===== src/rtl/id_ex_pkg.sv =====
// -----------------------------------------------------------------------------
// id_ex_pkg
//   Shared types and helpers for the ID/EX pipeline register.
//   - id_ex_ctrl_t : the five control bits plus the ALU op field
//   - id_ex_data_t : operands, immediate and register indices
//   - ZERO_REG     : x0, which never creates a dependency
//   - load_use_match() : hazard compare of a held load against decode sources
//   - bubble_ctrl()    : strips the architecturally visible side effects
//   The struct field widths come from the ID_EX_* constants below; the
//   module parameters of id_ex_pipe_reg default to these and must match them.
// -----------------------------------------------------------------------------
package id_ex_pkg;

  localparam int unsigned ID_EX_XLEN    = 64;
  localparam int unsigned ID_EX_REG_AW  = 5;
  localparam int unsigned ID_EX_ALUOP_W = 2;

  localparam logic [ID_EX_REG_AW-1:0] ZERO_REG = '0;

  typedef struct packed {
    logic                     alu_src;
    logic                     mem_to_reg;
    logic                     reg_write;
    logic                     mem_read;
    logic                     mem_write;
    logic [ID_EX_ALUOP_W-1:0] alu_op;
  } id_ex_ctrl_t;

  typedef struct packed {
    logic [ID_EX_XLEN-1:0]   rs1_data;
    logic [ID_EX_XLEN-1:0]   rs2_data;
    logic [ID_EX_XLEN-1:0]   imm;
    logic [ID_EX_REG_AW-1:0] rs1_idx;
    logic [ID_EX_REG_AW-1:0] rs2_idx;
    logic [ID_EX_REG_AW-1:0] rd_idx;
  } id_ex_data_t;

  // True when a held load writes a register the incoming instruction reads.
  // Writes to x0 are discarded by the register file, so they never match.
  function automatic logic load_use_match(
    input logic                    mem_read,
    input logic [ID_EX_REG_AW-1:0] rd_idx,
    input logic [ID_EX_REG_AW-1:0] rs1_idx,
    input logic [ID_EX_REG_AW-1:0] rs2_idx
  );
    return mem_read && (rd_idx != ZERO_REG) &&
           ((rd_idx == rs1_idx) || (rd_idx == rs2_idx));
  endfunction

  // A bubble must not write the register file or touch memory; the
  // remaining control fields are don't-care and are left as they were.
  function automatic id_ex_ctrl_t bubble_ctrl(input id_ex_ctrl_t ctrl);
    id_ex_ctrl_t res;
    res           = ctrl;
    res.reg_write = 1'b0;
    res.mem_read  = 1'b0;
    res.mem_write = 1'b0;
    return res;
  endfunction

endpackage


===== src/rtl/id_ex_skid_buf.sv =====
// -----------------------------------------------------------------------------
// id_ex_skid_buf
//   One-entry skid buffer used by id_ex_pipe_reg when ID_EX_SKID_EN is
//   defined. Catches an instruction accepted while execute is stalled so
//   that in_ready can be registered instead of following out_ready.
// Ports:
//   clk, rst_n      clock, asynchronous active-low reset
//   flush           synchronous invalidate of the held entry
//   push_i          capture data_i (caller guarantees the entry is free)
//   pop_i           release the entry (caller guarantees it is valid)
//   data_i          packed instruction to capture
//   valid_o/data_o  held entry
// -----------------------------------------------------------------------------
module id_ex_skid_buf #(
  parameter int unsigned W = 8
) (
  input  logic         clk,
  input  logic         rst_n,
  input  logic         flush,
  input  logic         push_i,
  input  logic         pop_i,
  input  logic [W-1:0] data_i,
  output logic         valid_o,
  output logic [W-1:0] data_o
);

  logic         valid_q;
  logic [W-1:0] data_q;

  always_ff @(posedge clk or negedge rst_n) begin
    if (!rst_n) begin
      valid_q <= 1'b0;
    end else if (flush) begin
      valid_q <= 1'b0;
    end else if (push_i) begin
      valid_q <= 1'b1;
    end else if (pop_i) begin
      valid_q <= 1'b0;
    end
  end

  // NOTE: the payload has no reset; valid_q qualifies it, so resetting it
  // would only add reset fan-out to a wide register.
  always_ff @(posedge clk) begin
    if (push_i) begin
      data_q <= data_i;
    end
  end

  assign valid_o = valid_q;
  assign data_o  = data_q;

endmodule


===== src/rtl/id_ex_pipe_reg.sv =====
// -----------------------------------------------------------------------------
// id_ex_pipe_reg
//   ID/EX pipeline register with valid/ready handshake, synchronous flush,
//   automatic bubble on load-use hazards and a saturating stall counter.
//   Optional build macro: ID_EX_SKID_EN adds a one-entry skid buffer so that
//   in_ready no longer depends combinationally on out_ready.
// Ports:
//   clk, rst (async, active-low), flush
//   in_valid / in_ready          decode-side handshake
//   *_in                         control bits, ALU op, operands, indices
//   out_valid / out_ready        execute-side handshake
//   *_out                        registered copies of every *_in field
//   load_use_hazard              combinational hazard flag
//   stall_cnt                    saturating count of stalled decode cycles
// -----------------------------------------------------------------------------
module id_ex_pipe_reg
  import id_ex_pkg::*;
#(
  parameter int unsigned XLEN    = ID_EX_XLEN,
  parameter int unsigned REG_AW  = ID_EX_REG_AW,
  parameter int unsigned ALUOP_W = ID_EX_ALUOP_W,
  parameter int unsigned CNT_W   = 16
) (
  input  logic               clk,
  input  logic               rst,
  input  logic               flush,

  input  logic               in_valid,
  output logic               in_ready,
  input  logic               alu_src_in,
  input  logic               mem_to_reg_in,
  input  logic               reg_write_in,
  input  logic               mem_read_in,
  input  logic               mem_write_in,
  input  logic [ALUOP_W-1:0] alu_op_in,
  input  logic [XLEN-1:0]    rs1_data_in,
  input  logic [XLEN-1:0]    rs2_data_in,
  input  logic [XLEN-1:0]    imm_in,
  input  logic [REG_AW-1:0]  rs1_idx_in,
  input  logic [REG_AW-1:0]  rs2_idx_in,
  input  logic [REG_AW-1:0]  rd_idx_in,

  output logic               out_valid,
  input  logic               out_ready,
  output logic               alu_src_out,
  output logic               mem_to_reg_out,
  output logic               reg_write_out,
  output logic               mem_read_out,
  output logic               mem_write_out,
  output logic [ALUOP_W-1:0] alu_op_out,
  output logic [XLEN-1:0]    rs1_data_out,
  output logic [XLEN-1:0]    rs2_data_out,
  output logic [XLEN-1:0]    imm_out,
  output logic [REG_AW-1:0]  rs1_idx_out,
  output logic [REG_AW-1:0]  rs2_idx_out,
  output logic [REG_AW-1:0]  rd_idx_out,

  output logic               load_use_hazard,
  output logic [CNT_W-1:0]   stall_cnt
);

  id_ex_ctrl_t      ctrl_in;
  id_ex_data_t      data_in;

  logic             out_valid_q, out_valid_d;
  id_ex_ctrl_t      ctrl_q, ctrl_d;
  id_ex_data_t      data_q, data_d;
  logic [CNT_W-1:0] stall_q, stall_d;

  logic             advance;
  logic             accept;
  logic             hazard;
  logic             in_ready_w;

  assign ctrl_in = '{alu_src:    alu_src_in,
                     mem_to_reg: mem_to_reg_in,
                     reg_write:  reg_write_in,
                     mem_read:   mem_read_in,
                     mem_write:  mem_write_in,
                     alu_op:     alu_op_in};

  assign data_in = '{rs1_data: rs1_data_in,
                     rs2_data: rs2_data_in,
                     imm:      imm_in,
                     rs1_idx:  rs1_idx_in,
                     rs2_idx:  rs2_idx_in,
                     rd_idx:   rd_idx_in};

  // The output register can take a new value when it is empty or when
  // execute consumes what it holds this cycle.
  assign advance = out_ready | ~out_valid_q;
  assign accept  = in_valid & in_ready_w;

`ifdef ID_EX_SKID_EN
  localparam int unsigned ENTRY_W = $bits(id_ex_ctrl_t) + $bits(id_ex_data_t);

  logic               skid_valid;
  logic               skid_push;
  logic               skid_pop;
  logic [ENTRY_W-1:0] skid_entry;
  id_ex_ctrl_t        skid_ctrl;
  id_ex_data_t        skid_data;

  // An instruction accepted while execute stalls parks in the skid entry;
  // the entry drains into the output register on the next advance.
  assign skid_push = accept & ~advance & ~flush;
  assign skid_pop  = skid_valid & advance & ~flush;

  id_ex_skid_buf #(
    .W (ENTRY_W)
  ) u_skid (
    .clk     (clk),
    .rst_n   (rst),
    .flush   (flush),
    .push_i  (skid_push),
    .pop_i   (skid_pop),
    .data_i  ({ctrl_in, data_in}),
    .valid_o (skid_valid),
    .data_o  (skid_entry)
  );

  assign {skid_ctrl, skid_data} = skid_entry;

  // The youngest held instruction is the one the incoming one depends on:
  // the skid entry when occupied, otherwise the output register.
  assign hazard = in_valid &
                  (skid_valid ? load_use_match(skid_ctrl.mem_read, skid_data.rd_idx,
                                               rs1_idx_in, rs2_idx_in)
                              : out_valid_q &
                                load_use_match(ctrl_q.mem_read, data_q.rd_idx,
                                               rs1_idx_in, rs2_idx_in));

  assign in_ready_w = ~skid_valid & ~hazard;
`else
  assign hazard = in_valid & out_valid_q &
                  load_use_match(ctrl_q.mem_read, data_q.rd_idx,
                                 rs1_idx_in, rs2_idx_in);

  // Refusing input while the load sits in the output register lets the
  // next advance insert exactly one bubble ahead of the dependent op.
  assign in_ready_w = advance & ~hazard;
`endif

  // NOTE: every variable gets its hold value first so no path through the
  // if/else chain can leave one unassigned and infer a latch.
  always_comb begin
    out_valid_d = out_valid_q;
    ctrl_d      = ctrl_q;
    data_d      = data_q;

    if (flush) begin
      // Flush wins over everything; data fields may keep stale values.
      out_valid_d = 1'b0;
      ctrl_d      = '0;
`ifdef ID_EX_SKID_EN
    end else if (skid_pop) begin
      out_valid_d = 1'b1;
      ctrl_d      = skid_ctrl;
      data_d      = skid_data;
`endif
    end else if (accept && advance) begin
      out_valid_d = 1'b1;
      ctrl_d      = ctrl_in;
      data_d      = data_in;
    end else if (advance) begin
      // Bubble: side-effect bits must read 0 whenever out_valid is 0.
      out_valid_d = 1'b0;
      ctrl_d      = bubble_ctrl(ctrl_q);
    end
  end

  // Counts decode cycles lost to back-pressure or hazards; sticks at
  // all-ones and is cleared only by reset.
  always_comb begin
    stall_d = stall_q;
    if (in_valid && !in_ready_w && !flush && !(&stall_q)) begin
      stall_d = stall_q + CNT_W'(1);
    end
  end

  // NOTE: sequential state uses non-blocking assignments so every register
  // samples the pre-edge value regardless of statement order.
  always_ff @(posedge clk or negedge rst) begin
    if (!rst) begin
      out_valid_q <= 1'b0;
      ctrl_q      <= '0;
      data_q      <= '0;
      stall_q     <= '0;
    end else begin
      out_valid_q <= out_valid_d;
      ctrl_q      <= ctrl_d;
      data_q      <= data_d;
      stall_q     <= stall_d;
    end
  end

  assign in_ready        = in_ready_w;
  assign load_use_hazard = hazard;
  assign stall_cnt       = stall_q;

  assign out_valid       = out_valid_q;
  assign alu_src_out     = ctrl_q.alu_src;
  assign mem_to_reg_out  = ctrl_q.mem_to_reg;
  assign reg_write_out   = ctrl_q.reg_write;
  assign mem_read_out    = ctrl_q.mem_read;
  assign mem_write_out   = ctrl_q.mem_write;
  assign alu_op_out      = ctrl_q.alu_op;
  assign rs1_data_out    = data_q.rs1_data;
  assign rs2_data_out    = data_q.rs2_data;
  assign imm_out         = data_q.imm;
  assign rs1_idx_out     = data_q.rs1_idx;
  assign rs2_idx_out     = data_q.rs2_idx;
  assign rd_idx_out      = data_q.rd_idx;

endmodule


===== config.mk =====
export PLATFORM = sky130hd
export DESIGN_NAME = id_ex_pipe_reg
export DESIGN_NICKNAME = d
export VERILOG_FILES = /design/src/rtl/id_ex_pkg.sv /design/src/rtl/id_ex_skid_buf.sv /design/src/rtl/id_ex_pipe_reg.sv
export SDC_FILE = /design/constraint.sdc
export NUM_CORES = 1
export LEC_CHECK = 0
export CORE_AREA = 10 10 166 168
export DETAILED_ROUTE_END_ITERATION = 12
export DIE_AREA = 0 0 176 178
export PLACE_DENSITY = 0.77
export SETUP_SLACK_MARGIN = 0.5
export SYNTH_ARGS = -nofsm -noshare
export SYNTH_HDL_FRONTEND = slang
export SYNTH_SLANG_ARGS = --single-unit

===== constraint.sdc =====
create_clock -name clk -period 3.4 [get_ports clk]
set_input_delay 1.02 -clock clk [delete_from_list [all_inputs] [get_ports clk]]
set_output_delay 1.02 -clock clk [all_outputs]
set_load 0.02 [all_outputs]

# Yosys cells after proc, flatten, opt, wreduce, memory -nomap -nowiden
# Cells that the tools add are included.
[op_classes]
n_bitwise = 8
eq_ne = 2
reduce_logical = 15
addsub = 1
mux = 6
[op_table]
columns = ["op", "n"]
rows = [
  ["16-bit by 1-bit adder with 16-bit output, second input constant", 1],
  ["16-bit AND reduction", 1],
  ["7-bit 2-to-1 mux", 2],
  ["5-bit == test", 2],
  ["1-bit logical AND", 6],
  ["5-bit 2-to-1 mux", 1],
  ["5-bit nonzero test", 1],
  ["1-bit AND", 4],
  ["1-bit logical NOT", 3],
  ["1-bit 2-to-1 mux", 3],
  ["1-bit inverter", 3],
  ["3-bit nonzero test", 1],
  ["2-bit AND reduction", 1],
  ["2-bit nonzero test", 1],
  ["1-bit logical OR", 1],
  ["1-bit bitwise OR", 1],
]
[word_totals]
reg_bits = 231
inputBits = 219
elab_cells = 46
output_inout_bits = 233

# Logic depth before layout (Yosys ltp)
[logic_depth]
ltp_word = 10
depth_mapped = 7
ltp_nobuf = 6

# Worst setup path before layout
# Ideal clock, no wire load.
[synth_timing]
path_kind = "input to output"
from = "in rs1_idx_in[4]"
to = "out load_use_hazard"
path_buffers = 0
path_slack_ps = 439
stages = 5
t_arrival_ps = 1941
path_cell_list = "xnor2_1 -> nand3_1 -> o22ai_1 -> nand2_1 -> inv_1"
[synth_via]
elab_chain_cells = 4
[synth_lines]
columns = ["element", "line_no", "text"]
rows = [
  ["start: declaration", "id_ex_pipe_reg.sv:39", "input logic [REG_AW-1:0] rs1_idx_in,"],
  ["5-bit == test", "id_ex_pkg.sv:47", "((rd_idx == rs1_idx) || (rd_idx == rs2_idx));"],
  ["1-bit logical OR", "id_ex_pkg.sv:47", ""],
  ["1-bit logical AND", "id_ex_pkg.sv:46", "return mem_read && (rd_idx != ZERO_REG) &&"],
  ["1-bit AND", "id_ex_pipe_reg.sv:135", "assign hazard = in_valid & out_valid_q &"],
  ["end: declaration", "id_ex_pipe_reg.sv:58", "output logic load_use_hazard,"],
]
# Every way passes these cells.

# Worst setup path in the final report
[layout_timing]
from = "in rs2_idx_in[2]"
to = "out load_use_hazard"
[layout_via]
elab_chain_cells = 4
[layout_lines]
columns = ["element", "line_no", "text"]
rows = [
  ["start: declaration", "id_ex_pipe_reg.sv:40", "input logic [REG_AW-1:0] rs2_idx_in,"],
  ["5-bit == test", "id_ex_pkg.sv:47", ""],
  ["1-bit logical OR", "id_ex_pkg.sv:47", ""],
  ["1-bit logical AND", "id_ex_pkg.sv:46", ""],
  ["1-bit AND", "id_ex_pipe_reg.sv:135", ""],
]
# Every way passes these cells.

==> metrics.md <==
| Metric | Value |
|---|---|
| Status | `finished, final reports clean` |
| Count leader, synth | `dfrtp_1` |
| Grt ovf | `0` |
| FF-to-FF setup slack | `0.53 ns` |
| Root Driver | `clkbuf_16` |
| Util after Layout | `63.4%` |
| Distinct cells, synth | `35` |
| WL final | `31800 um` |
| Finished Layout Cells | `1414` |
| Worst setup SP type | `input port` |
| Data arrival time of the worst path | `2.03 ns` |
| # IOs | `452` |
| Top cell type's share of synthesized area | `63.8%` |
| Vias | `6762` |
| Core area | `24100 sq um` |
| Cells after Synth | `578` |
| DRC Markers | `0` |
| Top post-synthesis cells by area | `dfrtp_1 (64%), mux2_1 (16%), mux2_2 (9.8%)` |
| DR vias/cell | `4.78` |
| Flop pwr share | `39.2%` |
| Leak Pwr | `0.00634 uW` |
| Initial Utilization | `37.6%` |
| Placed Cells | `1362` |
| Final ANT Viol Nets | `0` |
| Setup TNS | `0 ns` |
| Switch share | `28.9%` |
| Chip height | `178 um` |
| RSZ-0062 raised after global routing | `yes` |
| Final min period | `3.05 ns` |
| All-Layer GR Usage | `19.3%` |
| Internal | `6230 uW` |
| Worst vdd ir | `0.474 mV` |
| FF+latch count, synth | `231` |
| Tcrit/Tclk final | `89.8%` |
| Drt pass-1 iters | `4` |
| Detailed placement HPWL | `24600 um` |
| Power Density | `573 nW/um^2` |
| Final Max Tran Viols | `0` |
| Synth area leader | `dfrtp_1` |
| Maximum clock frequency | `0.328 GHz` |
| Clock transition at path regs | `0.05 ns` |
| Area delta synth->final | `68.8%` |
| Total CTS buffers | `26` |
| Slew @ Worst Pin | `0.661 ns` |
| Die area | `31300 sq um` |
| Crit. End Element | `output port` |
| Top post-synthesis cells by count | `dfrtp_1 (231), mux2_1 (130), mux2_2 (79), xnor2_1 (23), buf_4 (15)` |
| First-pass GRT wire length | `46700 um` |
| Vias in the first global route | `7533` |
| Largest net degree at the start of global routing | `81` |
| Clock sink count | `231` |
| Post-Syn Area | `9060 sq um` |
| WS Path Type | `in -> out` |
| DR WL/cell | `22.5 um` |
| Sw power | `2530 uW` |
| # rows | `57` |
| Gpl congestion | `0.873` |
| H-tree levels | `1` |
| Skew-Pair Late Insertion Delay | `0.52 ns` |
| Top FF cell, synth | `dfrtp_1` |
| Slew margin rel. | `56.0%` |
| Critical path required time | `2.38 ns` |
| CTS Buffer Depth | `3` |
| CTS tree | `built` |
| Avg Cell Area, Syn | `15.7 sq um` |
| Clock power frac | `31.6%` |
| Final nets | `1294` |
| Hold Path Class | `reg -> reg` |
| Initial antenna violation count | `2` |
| Crit path max fanout | `2` |
| Clock skew | `0.0190 ns` |
| Layout cells sized above 1 | `18.2%` |
| Max-cap violations | `0` |
| Post-synth EDFFs | `0` |
| Finish-stage setup viols | `0` |
| Syn nets | `798` |
| Post-synthesis async set-or-reset flop share | `100%` |
| Input/output buffers | `451` |
| Power share of the combinational group | `29.2%` |
| Final Hold Fails | `0` |
| Drt initial violations | `285` |
| Post-synthesis sequential area ratio | `63.8%` |
| Die X-Extent | `176 um` |
| Synth warnings | `0` |
[flip-flops by register name (all words and copies together), names as in the netlist]
name,cells
alu_op_out,2
alu_src_out,1
rs1_idx_out,5
out_valid,1
mem_write_out,1
rs2_idx_out,5
reg_write_out,1
imm_out,64
rd_idx_out,5
mem_read_out,1
mem_to_reg_out,1
rs1_data_out,64
stall_cnt,16
rs2_data_out,64
[power groups by stage]
stage / logic (uW) / registers, uW / clock network (uW)
after global routing: 2700 / 3490 / 2970
after detailed placement: 2490 / 3480 / 0
after floorplan: 469 / 4000 / 0
after global placement: 2470 / 3450 / 0
final: 2560 / 3430 / 2770
after CTS: 2560 / 3430 / 2850
[cells in the final DEF, fill, tap and decap left out, drive strengths merged, types with 5 or more instances in the layout]
cell           synthesis  layout
inv                    5       6
nand2                 11      11
and3                   5       5
buf                   22      56
nand3                 12      12
xnor2                 23      23
clkdlybuf4s50          0     437
nand4                  7       7
clkbuf                 4      36
dfrtp                231     231
nand2b                10      10
mux2                 209     209
[logic make-up (layout without fill, tap and decap cells)]
family | count (synthesis) | in the layout | synth area share, %
AO/OA/AOI/OAI | 17 | 17 | 1.55
XOR/XNOR | 23 | 23 | 2.22
adder cells (fa/ha/maj) | 1 | 1 | 0.138
buffers and inverters | 31 | 542 | 2.00
flip-flops | 231 | 231 | 63.8
multiplexers | 213 | 213 | 26.4
other | 0 | 1 | 0
AND/OR/NAND/NOR | 62 | 62 | 3.83
[cell type report]
type,count,area [sq um]
Fill cell,1830,8810
Sequential cell,231,5790
Timing Repair Buffer,494,4970
Multi-Input combinational cell,316,3260
Clock buffer,36,749
Tap cell,324,405
Clock inverter,7,95.1
Inverter,5,18.8
Antenna cell,1,2.50
[worst max-delay path, stage by stage]
cell	delay (ns)
buf_4	0.12
xnor2_2	0.14
nand3_2	0.16
buf_6	0.16
o22ai_4	0.16
nand2_2	0.09
inv_2	0.06
buf_6	0.11
[metrics by stage]
step           setup WS, ns  cell area, sq um  hold slack (ns)  total power (uW)
2_1_floorplan         0.534              9060            0.593              4470
3_3_place_gp         -0.611             14200            0.466              5920
3_5_place_dp         -0.618             14200            0.474              5970
4_1_cts               0.356             15200            0.487              8840
5_1_grt               0.319             15300            0.491              9160
6_report              0.348             15300            0.481              8760
[per-layer routing]
layer  global-route usage (%)  share of wire, %  up-vias
li1                         -                 -     3037
met2                     34.5                52      320
met1                     20.1                35     3364
met5                        0             0.041        -
met4                     4.34               1.7        2
met3                     9.32                12       39
[what timing repair did]
item | 4_1_cts | 5_1_grt
setup buffers | 7 | 1
endpoints found under the setup margin | 2 | 2
pin swaps | 19 | 16
hold buffers | 0 | 0
gates resized for setup | 77 | 19
[worst paths after layout]
kind                                        from          endpoint  cells after the start
worst max-delay path               rs2_idx_in[2]   load_use_hazard                      8
worst min-delay path            rs2_data_out[35]  rs2_data_out[35]                      1
worst max register to register     rd_idx_out[4]       imm_out[47]                     10
worst min register to register  rs2_data_out[35]  rs2_data_out[35]                      1
max in group asynchronous                    rst  rs2_data_out[49]                      2
min in group asynchronous                    rst    rs2_idx_out[1]                      1
Power figures use the tool's default switching activity.
